$ cat src/rtl/dct_frame_ctrl.sv
// Frame sequencer in front of the DCT output scaling stage: frame config handshake,
// sop/eop sideband generation, per-frame overflow status. Optional drain watchdog: DCT_FRAME_CTRL_WDOG_EN.
module dct_frame_ctrl #(
    parameter int wCnt    = 12,
    parameter int wOvfCnt = 16,
    parameter int wWdog   = 10
) (
    input  logic               clk,
    input  logic               rst_n,
    input  logic               cfg_valid,
    output logic               cfg_ready,
    input  logic [11:0]        cfg_fftpts,
    output logic               cfg_err,
    input  logic               in_valid,
    output logic               in_ready,
    output logic               out_valid,
    input  logic               out_ready,
    output logic               out_sop,
    output logic               out_eop,
    output logic [11:0]        fftpts_out,
    input  logic               src_valid,
    input  logic               src_eop,
    input  logic               ovf_in,
    output logic               frame_done,
    output logic [wOvfCnt-1:0] frame_ovf_cnt,
    output logic               busy,
    output logic               frame_timeout
);

    typedef enum logic [1:0] {
        IDLE  = 2'd0,
        RUN   = 2'd1,
        DRAIN = 2'd2
    } state_t;

    state_t             state, state_nxt;
    logic [wCnt-1:0]    cnt;
    logic [wCnt-1:0]    last_idx;
    logic [wOvfCnt-1:0] ovf_run, ovf_nxt;
    logic               armed;
    logic               legal;
    logic               accept;
    logic               reject;
    logic               xfer;
    logic               is_last;
    logic               close;
    logic               ovf_hit;
    logic               wdog_expire;

    always_comb begin
        case (cfg_fftpts)
            12'd2048, 12'd1024, 12'd512, 12'd256, 12'd128, 12'd64: legal = 1'b1;
            default:                                               legal = 1'b0;
        endcase
    end

    // Full-width N-1 so that N=2048 yields 2047 rather than wrapping.
    assign last_idx = wCnt'(fftpts_out) - wCnt'(1);
    assign is_last  = (cnt == last_idx);
    assign accept   = (state == IDLE) && armed && cfg_valid && legal;
    assign reject   = (state == IDLE) && armed && cfg_valid && !legal;
    assign xfer     = (state == RUN) && in_valid && out_ready;
    assign close    = (state == DRAIN) && src_valid && src_eop;
    assign ovf_hit  = (state != IDLE) && src_valid && ovf_in;

    always_comb begin
        ovf_nxt = ovf_run;
        if (ovf_hit && (ovf_run != '1))
            ovf_nxt = ovf_run + wOvfCnt'(1);
    end

    always_comb begin
        state_nxt = state;
        cfg_ready = 1'b0;
        in_ready  = 1'b0;
        out_valid = 1'b0;
        out_sop   = 1'b0;
        out_eop   = 1'b0;
        busy      = (state != IDLE);
        case (state)
            IDLE: begin
                cfg_ready = armed;
                if (accept)
                    state_nxt = RUN;
            end
            RUN: begin
                out_valid = in_valid;
                in_ready  = out_ready;
                out_sop   = in_valid && (cnt == '0);
                out_eop   = in_valid && is_last;
                if (xfer && is_last)
                    state_nxt = DRAIN;
            end
            DRAIN: begin
                if (close || wdog_expire)
                    state_nxt = IDLE;
            end
            default: state_nxt = IDLE;
        endcase
    end

    always_ff @(posedge clk or negedge rst_n) begin
        if (!rst_n) begin
            state         <= IDLE;
            armed         <= 1'b0;
            cnt           <= '0;
            ovf_run       <= '0;
            fftpts_out    <= 12'd2048;
            cfg_err       <= 1'b0;
            frame_done    <= 1'b0;
            frame_ovf_cnt <= '0;
        end else begin
            state      <= state_nxt;
            armed      <= 1'b1;
            cfg_err    <= reject;
            frame_done <= close;
            if (accept) begin
                fftpts_out <= cfg_fftpts;
                cnt        <= '0;
                ovf_run    <= '0;
            end else begin
                ovf_run <= ovf_nxt;
                if (xfer)
                    cnt <= cnt + wCnt'(1);
            end
            // Report includes an overflow flagged in the closing cycle itself.
            if (close)
                frame_ovf_cnt <= ovf_nxt;
        end
    end

`ifdef DCT_FRAME_CTRL_WDOG_EN
    logic [wWdog-1:0] wdog;

    assign wdog_expire = (state == DRAIN) && !close && (wdog == '1);

    always_ff @(posedge clk or negedge rst_n) begin
        if (!rst_n) begin
            wdog          <= '0;
            frame_timeout <= 1'b0;
        end else begin
            frame_timeout <= wdog_expire;
            if (state != DRAIN)
                wdog <= '0;
            else
                wdog <= wdog + wWdog'(1);
        end
    end
`else
    localparam int unused_wdog_w = wWdog;

    assign wdog_expire   = 1'b0;
    assign frame_timeout = 1'b0;
`endif

endmodule

$ cat config.mk
export PLATFORM = sky130hd
export DESIGN_NAME = dct_frame_ctrl
export DESIGN_NICKNAME = d
export VERILOG_FILES = /design/src/rtl/dct_frame_ctrl.sv
export SDC_FILE = /design/constraint.sdc
export NUM_CORES = 1
export LEC_CHECK = 0
export BUFFER_PORTS_ARGS = -buffer_cell sky130_fd_sc_hd__buf_2
export CORE_ASPECT_RATIO = 0.7
export CORE_MARGIN = 10
export CORE_UTILIZATION = 50
export DETAILED_ROUTE_END_ITERATION = 7
export PLACE_DENSITY_LB_ADDON = 0.25
export REMOVE_ABC_BUFFERS = 1
export SYNTH_ARGS = -nofsm -noshare
export SYNTH_HDL_FRONTEND = slang
export SYNTH_SLANG_ARGS = --single-unit
$ cat constraint.sdc
create_clock -name clk -period 5.3 [get_ports clk]
set_clock_uncertainty 0.05 [all_clocks]
set_input_delay 0.795 -clock clk [delete_from_list [all_inputs] [get_ports clk]]
set_output_delay 0.795 -clock clk [all_outputs]
set_load 0.005 [all_outputs]
# Yosys cells after proc, flatten, opt, wreduce, memory -nomap -nowiden

Index checks and enable logic that the tools add are counted.

Output and inout port bits: 37
Word-level logic and storage cells: 59
Bits of input ports: 20
Bits in registers: 61

Multiplexer cells: 14
Equal/unequal tests: 13
$add $sub $neg: 3
Reduce and logical (&&, ||, !) cells: 21

Operators with widths:

| operator                | number |
|---|---|
| $mux W16                | 2 |
| $mux W12                | 2 |
| $add A16 B1 Y16 const B | 1 |
| $ne A16 B16 Y1 const B  | 1 |
| $logic_and A1 B1 Y1     | 14 |
| $add A12 B1 Y12 const B | 1 |
| $eq A12 B10 Y1 const B  | 1 |
| $eq A12 B11 Y1 const B  | 1 |
| $eq A12 B12 Y1          | 1 |
| $eq A12 B12 Y1 const B  | 1 |
| $eq A12 B7 Y1 const B   | 1 |
| $eq A12 B8 Y1 const B   | 1 |
| $eq A12 B9 Y1 const B   | 1 |
| $logic_not A12 Y1       | 1 |
| $sub A12 B1 Y12 const B | 1 |
| $mux W1                 | 6 |
| $mux W2                 | 3 |
| $pmux W2 S3             | 1 |
| $reduce_or A6 Y1        | 1 |
| $ne A2 B2 Y1 const B    | 2 |
| $reduce_bool A2 Y1      | 2 |
| $reduce_and A3 Y1       | 1 |
| $eq A2 B1 Y1 const B    | 1 |
| $eq A2 B2 Y1 const B    | 1 |
| 3 further kinds         | 3 |

# Depth between registers and ports, before layout

Gate-level depths: netlist (run 1).

Word-level depth: 6
Mapped depth: 9

# Least setup slack after synthesis (run 1)

OpenSTA, ideal clock, no wires.

Kind: flip-flop to output port
Start point: register fftpts_out[0]
End point: output port out_eop
Setup slack: 2422 ps
Stages on the path, launching flop included: 8
Path buffers: 0
Data required time: 4455 ps
Arrival time: 2033 ps
Path through: dfrtp_1 inv_1 ha_1 or2b_1 or4b_4 a2111oi_4 nand4_1 nor2_1

Word-level cells in the longest chain between the ends: 4

RTL lines:

| item                   | line | source |
|---|---|---|
| from (decl)            | 20   | `output logic [11:0] fftpts_out,` |
| from (signal assigned) | 118  | `fftpts_out <= cfg_fftpts;` |
| $sub A12 B1 Y12        | 58   | `assign last_idx = wCnt'(fftpts_out) - wCnt'(1);` |
| $eq A12 B12 Y1         | 59   | `assign is_last = (cnt == last_idx);` |
| $logic_and A1 B1 Y1    | 90   | `out_eop = in_valid && is_last;` |
| $mux W1                | 80   | `case (state)` |
| to (decl)              | 19   | `output logic out_eop,` |

No other way between the ends.

# Worst setup path in the final report (run 1)

Same ends and word-level chain as after synthesis.

==> flow_metrics.tcl, run 1 <==
set metrics [dict create \
    status "completed" \
    r2r-start "fftpts_out[0]$_DFFE_PN0P_" \
    holdPathStages 2 \
    r2r_cells 8 \
    max_cap_violations 0 \
    clock-root-buffer "clkbuf_8" \
    drcViolationCount 0 \
    ys_types 47 \
    final_nets 401 \
    final_cell_mix "dfrtp_1 (60), buf_2 (55), nor2_1 (49)" \
    rows 23 \
    grt_pass1_vias 2418 \
    grt_max_degree 62 \
    netlist_area_sq_mm 0.003098 \
    r2r_setup_slack_ns 2.70 \
    die_h_um 85.86 \
    cts_tree "done" \
    fin_crit_sh_pct 66.67 \
    placed_cell_area_sq_mm 0.003407 \
    final-instance-count-excl-fill 456 \
    vias 2466 \
    clk_latency_ns 0.34 \
    synth-async-reset-ratio_pct 100.0 \
    core_region_area_sq_mm 0.005871 \
    hpwl_mm 5.313 \
    fill_cells 514 \
    cts_hold_buf 0 \
    drv_slew 0 \
    gr-usage-all-layers_pct 15.07 \
    drive_gt1_share_pct 21.26 \
    post-cts-setup-buffers 0 \
    cts.repair.resized 0 \
    arrival_ns 2.69 \
    post-route-cell-area_sq_mm 0.003606 \
    yosysWarnings 0 \
    synth_cells 322 \
    ios 57 \
    cts_buffers 9 \
    routed_via_density 5.408 \
    syn_avg_cell_area_sq_um 9.621 \
    drt-initial-drc-count 114 \
    cpPeakStageDelay_ns 0.52 \
    crit_path_cell_trace "inv_1 -> ha_1 -> or2b_1 -> or4b_4 -> a2111oi_4 -> nand4_1 -> nor2_1 -> buf_2" \
    diodes 0 \
    finalHoldViolations 0 \
    hp-start "frame_ovf_cnt[6]$_DFFE_PN0P_" \
    die_area_sq_mm 0.009794 \
    finalSetupTns_ns 0 \
    layout_commonest_cell "dfrtp_1" \
    clock_sinks 61 \
    min_path_type "reg2reg" \
    p_leak_nw 1.737 \
    dp_cells 441 \
    cts.path.max_buffers 2 \
    crit_fanout 6 \
    crit_type "reg2out" \
    finalSetupViolCount 0 \
    routed_wl_mm 7.075 \
    start_util_pct 52.77 \
    end_kind "output pin" \
    ys_seq_area_share_pct 49.31 \
    antenna_found_initial 0 \
    synth-seq-cells 61 \
    syn_to_final_growth_pct 16.40 \
    min_to "frame_ovf_cnt[6]$_DFFE_PN0P_" \
    fmax_mhz 283.0 \
    wl_per_cell_um 15.52 \
    crit_required_ns 4.45 \
    rr_endpoint "state[0]$_DFFE_PN0P_" \
    ant_nets 0 \
    slowest_stage "or4b_4" \
    slew_headroom_pct 34.25 \
    first_pass_iters 4 \
    io_buffers 55 \
    period_needed_ns 3.534 \
    die_x_um 114.1 \
    rsz0062_at_grt "no" \
    dominantRegCellSynth "dfrtp_1" \
    cts.clk_slew.worst_paths_ns 0.07 \
    worst_pin_slew_ns 0.9835 \
    utilization_pct 61.42 \
    grt_overflow 0 \
    synth_edf_count 0 \
    h-tree-depth 3 \
    critPathLaunchType "flip-flop" \
    gp_congestion 0.8764 \
    irDropWorstVdd_mv 0.2238 \
    p_per_area_mw_per_mm2 339.3 \
    grt_pass1_wl_mm 11.92 \
]
==> synthesized netlist by cell type, drive strengths merged (5+ instances only) <==
cell | number | area [sq um]
clkbuf | 7 | 26.28
buf | 6 | 48.80
nand4 | 8 | 50.05
nor3 | 9 | 50.05
dfrtp | 60 | 1501
a21oi | 7 | 35.03
xor2 | 13 | 113.9
nor4 | 9 | 56.30
xnor2 | 23 | 201.4
inv | 10 | 37.54
nor2 | 49 | 183.9
nand2 | 29 | 108.9
o21ai | 16 | 80.08
and3 | 5 | 31.28
mux2 | 6 | 67.56
nand3 | 18 | 90.09
nor2b | 5 | 31.28
==> cell type report <==
class / count / area (sq um) / share of cell area, %
clock buffers: 11 / 151.4 / 4.198
clock inverters: 4 / 47.55 / 1.319
inverters: 10 / 37.54 / 1.041
multi-input cells: 238 / 1458 / 40.42
flip-flops and latches: 61 / 1528 / 42.37
well taps: 75 / 93.84 / 2.602
repair buffers: 57 / 290.3 / 8.050
==> state kept, by name, indices dropped and copies added, names as in the netlist <==
| signal | cells |
|---|---|
| ovf_run | 16 |
| fftpts_out | 12 |
| frame_ovf_cnt | 16 |
| state | 2 |
| armed | 1 |
| cnt | 12 |
| frame_done | 1 |
| cfg_err | 1 |
==> routing by layer <==
layer,global-route usage (%),wire length (um),vias up
met5,0,0,-
met1,21.53,3553,1167
met3,4.941,538,14
li1,-,-,1216
met2,20.33,2867,69
met4,5.902,116,0
==> how the worst max path moves through the flow <==
stage	start	end	slack (ns)
after floorplan	cfg_fftpts[9]	fftpts_out[10]$_DFFE_PN0P_	2.24
after global placement	cfg_fftpts[9]	state[0]$_DFFE_PN0P_	2.05
after detailed placement	cfg_fftpts[9]	state[0]$_DFFE_PN0P_	1.97
after CTS	fftpts_out[0]$_DFFE_PN0P_	out_eop	1.78
after global routing	fftpts_out[0]$_DFFE_PN0P_	out_eop	1.62
final	fftpts_out[0]$_DFFE_PN0P_	out_eop	1.77
==> power breakdown <==
part | internal, mW | leakage [nW] | switching (mW) | total (mW)
Combinational | 0.0988 | 0.830 | 0.122 | 0.220
Clock | 0.238 | 0.101 | 0.181 | 0.420
Sequential | 0.514 | 0.806 | 0.0691 | 0.583
==> through the flow <==
stage / setup WS [ns] / hold WS, ns / total power, mW
2_1_floorplan: 2.244 / 0.4233 / 0.7330
3_3_place_gp: 2.054 / 0.4062 / 0.7980
3_5_place_dp: 1.967 / 0.4155 / 0.8090
4_1_cts: 1.779 / 0.4308 / 1.232
5_1_grt: 1.620 / 0.4639 / 1.290
6_report: 1.766 / 0.4211 / 1.223
==> worst max-delay path, delay by kind of cell (launching register included) <==
family                   cells  cell delay (ns)
AO/OA/AOI/OAI                1             0.35
adder cells (fa/ha/maj)      1             0.18
buffers and inverters        2             0.23
flip-flops                   1             0.42
AND/OR/NAND/NOR              4             1.15
==> cells by family (layout without fill, tap and decap cells) <==
group	after synthesis	in the layout	share of synthesized area, %
mux	7	7	2.504
compound gates	41	41	9.048
fa+ha+maj	4	4	1.616
flops	61	61	49.31
other cells	2	2	0.2424
simple gates	148	148	23.47
buf+inv	23	82	3.635
xor+xnor	36	36	10.18
No activity file was read; power rests on OpenSTA's default activity.
==> inputs of run 2 (changes only) <==
==> constraint.sdc (replaced) <==
create_clock -name clk -period 3.47 [get_ports clk]
set_clock_uncertainty 0.05 [all_clocks]
set_input_delay 0.5205 -clock clk [delete_from_list [all_inputs] [get_ports clk]]
set_output_delay 0.5205 -clock clk [all_outputs]
set_load 0.005 [all_outputs]
==> run 2 against run 1 <==
Effect of this change: total power rose by 58%; via count grew 0.97%; first-iteration DRC count is 68% higher; register-to-register slack got worse by 1.9 ns; clock power rose by 69%; flip-flop and latch count is the same; critical path depth unchanged; worst setup slack worse by 1.5 ns; critical path type unchanged; highest routed layer unchanged.
==> flow_metrics.tcl, run 2 (synthesized netlist as in run 1, its figures left out) <==
set metrics [dict create \
    status "completed" \
    pre_cts_slack_ns 0.6293 \
    critPathLaunchType "flip-flop" \
    io_buffers 55 \
    finalHoldViolations 0 \
    crit_required_ns 2.90 \
    fin_crit_sh_pct 92.20 \
    period_needed_ns 3.199 \
    cts.path.max_buffers 2 \
    crit_fanout 6 \
    cts.clk_slew.worst_paths_ns 0.07 \
    irDropWorstVdd_mv 0.3554 \
    grt_max_degree 62 \
    p_leak_nw 1.753 \
    ant_nets 0 \
    clk_latency_ns 0.34 \
    rsz0062_at_grt "no" \
    clock_sinks 61 \
    grt_overflow 0 \
    core_region_area_sq_mm 0.005871 \
    crit_type "reg2out" \
    antenna_found_initial 0 \
    layout_commonest_cell "dfrtp_1" \
    max_cap_violations 0 \
    cts_tree "done" \
    syn_to_final_growth_pct 17.45 \
    drt-initial-drc-count 192 \
    grt_pass1_wl_mm 12.10 \
    die_h_um 85.86 \
    r2r_setup_slack_ns 0.82 \
    finalSetupViolCount 0 \
    dp_cells 442 \
    h-tree-depth 3 \
    drcViolationCount 0 \
    reg.largest.list "frame_ovf_cnt (16), ovf_run (16)" \
    ios 57 \
    worst_pin_slew_ns 0.9804 \
    wl_per_cell_um 15.47 \
    final-instance-count-excl-fill 458 \
    final_cell_mix "dfrtp_1 (60), buf_2 (55), nor2_1 (49)" \
    vias 2490 \
    diodes 0 \
    clock-root-buffer "clkbuf_8" \
    die_x_um 114.1 \
    slew_headroom_pct 34.45 \
    first_pass_iters 5 \
    die_area_sq_mm 0.009794 \
    cts_hold_buf 0 \
    rows 23 \
    final_nets 402 \
    grt_pass1_vias 2419 \
    routed_via_density 5.437 \
    gp_congestion 0.8811 \
    drive_gt1_share_pct 21.67 \
    cts.repair.resized 0 \
    cts_buffers 9 \
    fmax_mhz 312.6 \
    post-cts-setup-buffers 0 \
    gr-usage-all-layers_pct 15.23 \
    drv_slew 0 \
    arrival_ns 2.63 \
    p_per_area_mw_per_mm2 530.5 \
    start_util_pct 52.77 \
    finalSetupTns_ns 0 \
    routed_wl_mm 7.087 \
    hpwl_mm 5.250 \
    min_path_type "in2async" \
    end_kind "output pin" \
    setup_slack_ns 0.2706 \
]
run 2: cell types whose count changed in the layout (fill, tap and decap cells not counted), sizes merged:
cell / previous run / this run
clkbuf: 11 / 10
buf: 57 / 58
bufinv: 1 / 2
clkinv: 2 / 3
run 2: final cells by class:
cell class	instances	area, sq um
Clock inverter	6	86.33
Sequential cell	61	1528
Multi-Input combinational cell	238	1458
Timing Repair Buffer	58	297.8
Clock buffer	10	137.6
Inverter	10	37.54
Tap cell	75	93.84
Fill cell	514	2232
run 2: report_power, final:
| group | internal [mW] | total [mW] | switching [mW] |
|---|---|---|---|
| Clock | 0.422 | 0.711 | 0.289 |
| Combinational | 0.151 | 0.331 | 0.181 |
| Sequential | 0.785 | 0.887 | 0.102 |
run 2: worst paths after layout:
check	startpoint	to	cells past startpoint
worst max-delay path	fftpts_out[0]$_DFFE_PN0P_	out_eop	8
worst min-delay path	rst_n	state[1]$_DFFE_PN0P_	2
worst max register to register	fftpts_out[0]$_DFFE_PN0P_	state[0]$_DFFE_PN0P_	8
worst min register to register	frame_ovf_cnt[6]$_DFFE_PN0P_	frame_ovf_cnt[6]$_DFFE_PN0P_	2
max in group asynchronous	rst_n	frame_ovf_cnt[3]$_DFFE_PN0P_	2
min in group clk	cfg_valid	cfg_err$_DFF_PN0_	3
run 2: critical path, cell delays in order (launching register included):
cell and delay [ns]:
dfrtp_1 0.43, inv_1 0.10, ha_1 0.18, or2b_1 0.30
or4b_4 0.52, a2111oi_4 0.34, nand4_1 0.17, nor2_1 0.12
buf_2 0.12
run 2: per-stage QoR:
step | total power, mW | hold WS, ns | area [sq um] | utilization (%)
floorplan | 1.120 | 0.1749 | 3023 | -
global placement | 1.218 | 0.4087 | 3415 | 58.16
detailed placement | 1.228 | 0.4161 | 3415 | 58.16
CTS | 1.944 | 0.3040 | 3638 | 61.98
global route | 2.041 | 0.3400 | 3638 | 61.98
finish | 1.930 | 0.2832 | 3638 | 61.98
run 2: routing by layer:
metal	GRT usage, %	wire length (um)
met3	6.750	620
met1	22.21	3622
met4	4.086	66
met5	0	0
met2	19.56	2778
